==> config.mk <==
export PLATFORM = sky130hd
export DESIGN_NAME = ppu_system
export DESIGN_NICKNAME = d
export VERILOG_FILES = /design/src/rtl/ppu_pkg.sv /design/src/rtl/vga_timing.sv /design/src/rtl/ppu_system.sv
export SDC_FILE = /design/constraint.sdc
export NUM_CORES = 1
export LEC_CHECK = 0
export BUFFER_PORTS_ARGS = -buffer_cell sky130_fd_sc_hd__buf_2
export CORE_MARGIN = 2
export CORE_UTILIZATION = 40
export CTS_CLUSTER_DIAMETER = 40
export DETAILED_ROUTE_END_ITERATION = 8
export SETUP_SLACK_MARGIN = 0.05
export SLEW_MARGIN = 20
export SYNTH_ARGS = -nofsm -noshare
export SYNTH_HDL_FRONTEND = slang
export SYNTH_SLANG_ARGS = --single-unit
==> constraint.sdc <==
create_clock -name clk -period 5.2 [get_ports clk]
set_input_delay 1.04 -clock clk [delete_from_list [all_inputs] [get_ports clk]]
set_output_delay 1.04 -clock clk [all_outputs]
set_load 0.005 [all_outputs]
==> src/rtl/ppu_pkg.sv <==
`default_nettype none
// ============================================================================
// ppu_pkg : VGA 640x480@60 timing defaults and counter-width helpers
// Revision: 1.0
// ============================================================================
package ppu_pkg;

    localparam int DEF_CLK_FREQ     = 100_000_000;
    localparam int DEF_PIX_DIV      = 4;
    localparam int DEF_H_ACTIVE     = 640;
    localparam int DEF_H_FP         = 16;
    localparam int DEF_H_SYNC       = 96;
    localparam int DEF_H_BP         = 48;
    localparam int DEF_V_ACTIVE     = 480;
    localparam int DEF_V_FP         = 10;
    localparam int DEF_V_SYNC       = 2;
    localparam int DEF_V_BP         = 33;
    localparam int DEF_BLINK_FRAMES = 30;

    localparam int DEF_H_TOTAL = DEF_H_ACTIVE + DEF_H_FP + DEF_H_SYNC + DEF_H_BP;
    localparam int DEF_V_TOTAL = DEF_V_ACTIVE + DEF_V_FP + DEF_V_SYNC + DEF_V_BP;

    // A counter over a range of one still needs a single bit to exist.
    function automatic int cnt_width(input int total);
        return (total > 1) ? $clog2(total) : 1;
    endfunction

    localparam int DEF_HCNT_W = cnt_width(DEF_H_TOTAL);
    localparam int DEF_VCNT_W = cnt_width(DEF_V_TOTAL);

    typedef struct packed {
        logic hsync;
        logic vsync;
    } sync_t;

endpackage
`default_nettype wire

==> src/rtl/vga_timing.sv <==
`default_nettype none
// ============================================================================
// vga_timing : pixel enable, h/v counters, registered active-low syncs
// Revision: 1.0
// ============================================================================
module vga_timing
    import ppu_pkg::*;
#(
    parameter int PIX_DIV  = DEF_PIX_DIV,
    parameter int H_ACTIVE = DEF_H_ACTIVE,
    parameter int H_FP     = DEF_H_FP,
    parameter int H_SYNC   = DEF_H_SYNC,
    parameter int H_BP     = DEF_H_BP,
    parameter int V_ACTIVE = DEF_V_ACTIVE,
    parameter int V_FP     = DEF_V_FP,
    parameter int V_SYNC   = DEF_V_SYNC,
    parameter int V_BP     = DEF_V_BP,
    parameter int HCNT_W   = cnt_width(H_ACTIVE + H_FP + H_SYNC + H_BP),
    parameter int VCNT_W   = cnt_width(V_ACTIVE + V_FP + V_SYNC + V_BP)
) (
    input  logic              clk,
    input  logic              rst_i,
    output logic              hsync_o,
    output logic              vsync_o,
    output logic [HCNT_W-1:0] hcount_o,
    output logic [VCNT_W-1:0] vcount_o,
    output logic              active_o,
    output logic              eof_o
);

    localparam int H_TOTAL  = H_ACTIVE + H_FP + H_SYNC + H_BP;
    localparam int V_TOTAL  = V_ACTIVE + V_FP + V_SYNC + V_BP;
    localparam int HS_START = H_ACTIVE + H_FP;
    localparam int HS_END   = H_ACTIVE + H_FP + H_SYNC;
    localparam int VS_START = V_ACTIVE + V_FP;
    localparam int VS_END   = V_ACTIVE + V_FP + V_SYNC;
    localparam int DIV_W    = cnt_width(PIX_DIV);

    logic [DIV_W-1:0]  div_q, div_d;
    logic [HCNT_W-1:0] hcount_q, hcount_d;
    logic [VCNT_W-1:0] vcount_q, vcount_d;
    sync_t             sync_q, sync_d;
    logic              tick, h_last, v_last;

    always_comb begin
        tick     = (div_q == DIV_W'(PIX_DIV - 1));
        h_last   = (hcount_q == HCNT_W'(H_TOTAL - 1));
        v_last   = (vcount_q == VCNT_W'(V_TOTAL - 1));
        div_d    = tick ? '0 : div_q + 1'b1;
        hcount_d = hcount_q;
        vcount_d = vcount_q;
        if (tick) begin
            if (h_last) begin
                hcount_d = '0;
                vcount_d = v_last ? '0 : vcount_q + 1'b1;
            end else begin
                hcount_d = hcount_q + 1'b1;
            end
        end
        // Decoded from the current counters so the pins lag them by one clk.
        sync_d.hsync = !((hcount_q >= HCNT_W'(HS_START)) && (hcount_q < HCNT_W'(HS_END)));
        sync_d.vsync = !((vcount_q >= VCNT_W'(VS_START)) && (vcount_q < VCNT_W'(VS_END)));
    end

    always_ff @(posedge clk) begin
        if (rst_i) begin
            div_q    <= '0;
            hcount_q <= '0;
            vcount_q <= '0;
            sync_q   <= '{hsync: 1'b1, vsync: 1'b1};
        end else begin
            div_q    <= div_d;
            hcount_q <= hcount_d;
            vcount_q <= vcount_d;
            sync_q   <= sync_d;
        end
    end

    assign hsync_o  = sync_q.hsync;
    assign vsync_o  = sync_q.vsync;
    assign hcount_o = hcount_q;
    assign vcount_o = vcount_q;
    assign active_o = (hcount_q < HCNT_W'(H_ACTIVE)) && (vcount_q < VCNT_W'(V_ACTIVE));
    assign eof_o    = tick && h_last && v_last;

endmodule
`default_nettype wire

==> src/rtl/ppu_system.sv <==
`default_nettype none
// ============================================================================
// ppu_system : Nexys3 board top - VGA sync timing plus frame-based heartbeat LED
// Revision: 1.0
// ============================================================================
module ppu_system
    import ppu_pkg::*;
#(
    parameter int CLK_FREQ     = DEF_CLK_FREQ,
    parameter int PIX_DIV      = DEF_PIX_DIV,
    parameter int H_ACTIVE     = DEF_H_ACTIVE,
    parameter int H_FP         = DEF_H_FP,
    parameter int H_SYNC       = DEF_H_SYNC,
    parameter int H_BP         = DEF_H_BP,
    parameter int V_ACTIVE     = DEF_V_ACTIVE,
    parameter int V_FP         = DEF_V_FP,
    parameter int V_SYNC       = DEF_V_SYNC,
    parameter int V_BP         = DEF_V_BP,
    parameter int BLINK_FRAMES = DEF_BLINK_FRAMES
) (
    input  logic clk,
    input  logic btns,
    output logic Led,
    output logic Hsync,
    output logic Vsync
);

    localparam int HCNT_W  = cnt_width(H_ACTIVE + H_FP + H_SYNC + H_BP);
    localparam int VCNT_W  = cnt_width(V_ACTIVE + V_FP + V_SYNC + V_BP);
    localparam int FRAME_W = cnt_width(BLINK_FRAMES);

    logic [HCNT_W-1:0]  hcount;
    logic [VCNT_W-1:0]  vcount;
    logic               active;
    logic               eof;
    logic [FRAME_W-1:0] frame_q;
    logic               led_q;
    logic               pixel_path_unused;

    vga_timing #(
        .PIX_DIV  (PIX_DIV),
        .H_ACTIVE (H_ACTIVE),
        .H_FP     (H_FP),
        .H_SYNC   (H_SYNC),
        .H_BP     (H_BP),
        .V_ACTIVE (V_ACTIVE),
        .V_FP     (V_FP),
        .V_SYNC   (V_SYNC),
        .V_BP     (V_BP),
        .HCNT_W   (HCNT_W),
        .VCNT_W   (VCNT_W)
    ) u_vga_timing (
        .clk      (clk),
        .rst_i    (btns),
        .hsync_o  (Hsync),
        .vsync_o  (Vsync),
        .hcount_o (hcount),
        .vcount_o (vcount),
        .active_o (active),
        .eof_o    (eof)
    );

    always_ff @(posedge clk) begin
        if (btns) begin
            frame_q <= '0;
            led_q   <= 1'b0;
        end else if (eof) begin
            if (frame_q == FRAME_W'(BLINK_FRAMES - 1)) begin
                frame_q <= '0;
                led_q   <= ~led_q;
            end else begin
                frame_q <= frame_q + 1'b1;
            end
        end
    end

    assign Led = led_q;

    // Counters and active flag are reserved for the pixel-data path.
    assign pixel_path_unused = ^{hcount, vcount, active, (CLK_FREQ > 0)};

endmodule
`default_nettype wire

==> results.json <==
{
  "status": "completed",
  "grt_pass1_vias": 1168,
  "crit_arrival_ns": 2.82,
  "fillerInstances": 343,
  "cap_violations": 0,
  "synth_edf_count": 0,
  "rows": 22,
  "grt_overflow": 0,
  "worstPathRequired_ns": 5.42,
  "drive_above_1_share": 0.0805,
  "antenna_found_initial": 0,
  "fp.dieArea_sq_mm": 0.00418,
  "synthDistinctLibCells": 36,
  "dp_hpwl_microns": 1990,
  "sw_frac_of_total": 0.206,
  "ir_drop_mv": 0.134,
  "cts_sinks": 30,
  "core_sq_mm": 0.00361,
  "internal_power_uw": 377,
  "drc_errors": 0,
  "ys_seq_elements": 30,
  "hold_buffers": 0,
  "clk_pin_slew_worst_paths_ns": 0.07,
  "dr.pass1.iters": 4,
  "gp_congestion": 0.842,
  "ant_nets": 0,
  "fmax_mhz": 385,
  "cts-root-buf": "clkbuf_8",
  "tns_ns": 0,
  "antenna_cells": 0,
  "io_pins": 5,
  "synth_area_sq_mm": 0.00147,
  "synthCells": 170,
  "finClkSkew_ns": 0.00895,
  "slew_violations": 0,
  "syn2layout_area_growth_pct": 10.5,
  "dieWidth_microns": 64.7,
  "comb_power_share": 0.022,
  "crit_path_max_fanout": 25,
  "hold_violations": 0,
  "dpl_worst_slack_ns": 2.59,
  "initial_core_util": 0.408,
  "critPathKind": "reg2reg",
  "endpoint_kind": "flop",
  "tightest_slew_ns": 0.837,
  "wl_per_cell_microns": 12.8,
  "dr.first_iter.drc_count": 113,
  "ctsLongestPathBuffers": 2,
  "hp-class": "reg2reg",
  "ys_seq_area_frac": 0.408,
  "final-setup-viol-count": 0,
  "fin_nets": 183,
  "dr_total_vias": 1222,
  "post-cts-setup-buffers": 0,
  "syn-num-nets": 180,
  "syn_area_per_cell_sq_um": 8.66,
  "final_util": 0.451,
  "tritoncts": "built",
  "die_h_microns": 64.7,
  "grt_max_degree": 26,
  "vias_per_cell": 5.50,
  "fin_ws_ns": 2.60,
  "fin_crit_sh": 0.500,
  "period_needed_ns": 2.60,
  "async_flop_share": 0,
  "p_clk_frac": 0.485,
  "yosysTopAreaCell": "dfxtp_1",
  "totalWireLength_microns": 2840,
  "rsz0062_at_grt": "no",
  "cp-start-kind": "flop",
  "p_sw_uw": 98.0,
  "cts.repair.resized": 0,
  "htreeDepth": 2,
  "portBuffers": 4,
  "pwr-share-seq": 0.493,
  "synth_top_flop_cell": "dfxtp_1",
  "p_per_area_mw_per_mm2": 292,
  "yosys_warnings": 0,
  "max-slew-margin-rel": 0.440,
  "insertion_delay_ns": 0.28,
  "grt_usage": 0.159,
  "power_uw": 475,
  "cts_made_buffers": 5,
  "synth_area_leaders": "dfxtp_1 (41%), ha_1 (6.8%), a21oi_1 (4.8%), xnor2_1 (4.2%), nand4_1 (3.8%)",
  "grt_pass1_wl_microns": 5140,
  "synth_top_area_share": 0.408,
  "p_leak_uw": 0.000508
}
[worst max-delay path: stages (launching register included)]
cell and delay, ns:
dfxtp_1 0.33, ha_1 0.31, and2_0 0.30, nand4_1 0.71, or4_1 0.75, a21oi_1 0.14
[layer usage]
metal / track usage / routed length, microns
met1: 0.195 / 1360
met3: 0.0521 / 130
met5: 0 / 0
met4: 0.0718 / 34
met2: 0.255 / 1320
[power groups by stage]
stage | clock [uW] | sequential (uW) | combinational, uW
finish | 230 | 234 | 10.5
floorplan | 0 | 239 | 8.72
global route | 246 | 234 | 12.1
global placement | 0 | 239 | 10.5
detailed placement | 0 | 239 | 10.8
CTS | 235 | 234 | 10.9
[cell usage after synthesis (all sizes together), types with 3 or more instances]
cell type and n:
o21ai 6, xor2 3, a21oi 14, or4 7, nand3 11, clkbuf 5
nand4 9, nor2 14, xnor2 7, buf 3, nand2 6, ha 8
inv 7, or3 3, nor3 8, dfxtp 30, o31ai 6
[worst paths after layout]
check / slack [ns] / to / cells after the start / startpoint
min reg2reg: 0.42 / u_vga_timing.div_q[0] / 1 / u_vga_timing.div_q[0]
max reg2reg: 2.60 / Led / 5 / u_vga_timing.div_q[0]
min: 0.42 / u_vga_timing.div_q[0] / 1 / u_vga_timing.div_q[0]
max: 2.60 / Led / 5 / u_vga_timing.div_q[0]
[sequential cells by signal, summed over array words and instances, names as in the netlist]
name / cells
u_vga_timing.hcount_o: 10
u_vga_timing.vcount_o: 10
frame_q: 5
u_vga_timing.div_q: 2
Led: 1
u_vga_timing.hsync_o: 1
u_vga_timing.vsync_o: 1
[final cells by class]
cell class	count	area, sq um	area share
clock buffers	5	68.8	0.0423
clock inverters	3	40.0	0.0246
inverters	7	26.3	0.0162
multi-input cells	125	811	0.498
flip-flops and latches	30	601	0.369
well taps	48	60.1	0.0369
repair buffers	4	20.0	0.0123
[cells by family (layout without fill, tap and decap cells)]
kind of cell               count (synthesis)  count (layout)  synth area share
AOI/OAI and AO/OA                         32              32             0.129
buffers and inverters                     15              19            0.0408
DFF                                       30              30             0.408
xor gates and xnor gates                  10              10            0.0595
and+or+nand+nor                           75              75             0.294
adders and majority gates                  8               8            0.0680
[metrics by stage]
step | instance area (sq um) | hold slack [ns] | instances
final | 1630 | 0.418 | 222
after global placement | 1520 | 0.406 | 214
after detailed placement | 1520 | 0.413 | 214
after floorplan | 1470 | 0.391 | 170
after CTS | 1630 | 0.424 | 222
after global routing | 1630 | 0.437 | 222
[cells in the final DEF (no fill, tap or decap), drive strengths merged, types with 7 or more instances in the layout]
cell type,Yosys,final
nor2,14,14
nand4,9,9
or4,7,7
ha,8,8
nor3,8,8
nand3,11,11
xnor2,7,7
a21oi,14,14
inv,7,7
dfxtp,30,30
Note: power is estimated with default switching activity, not from simulation.
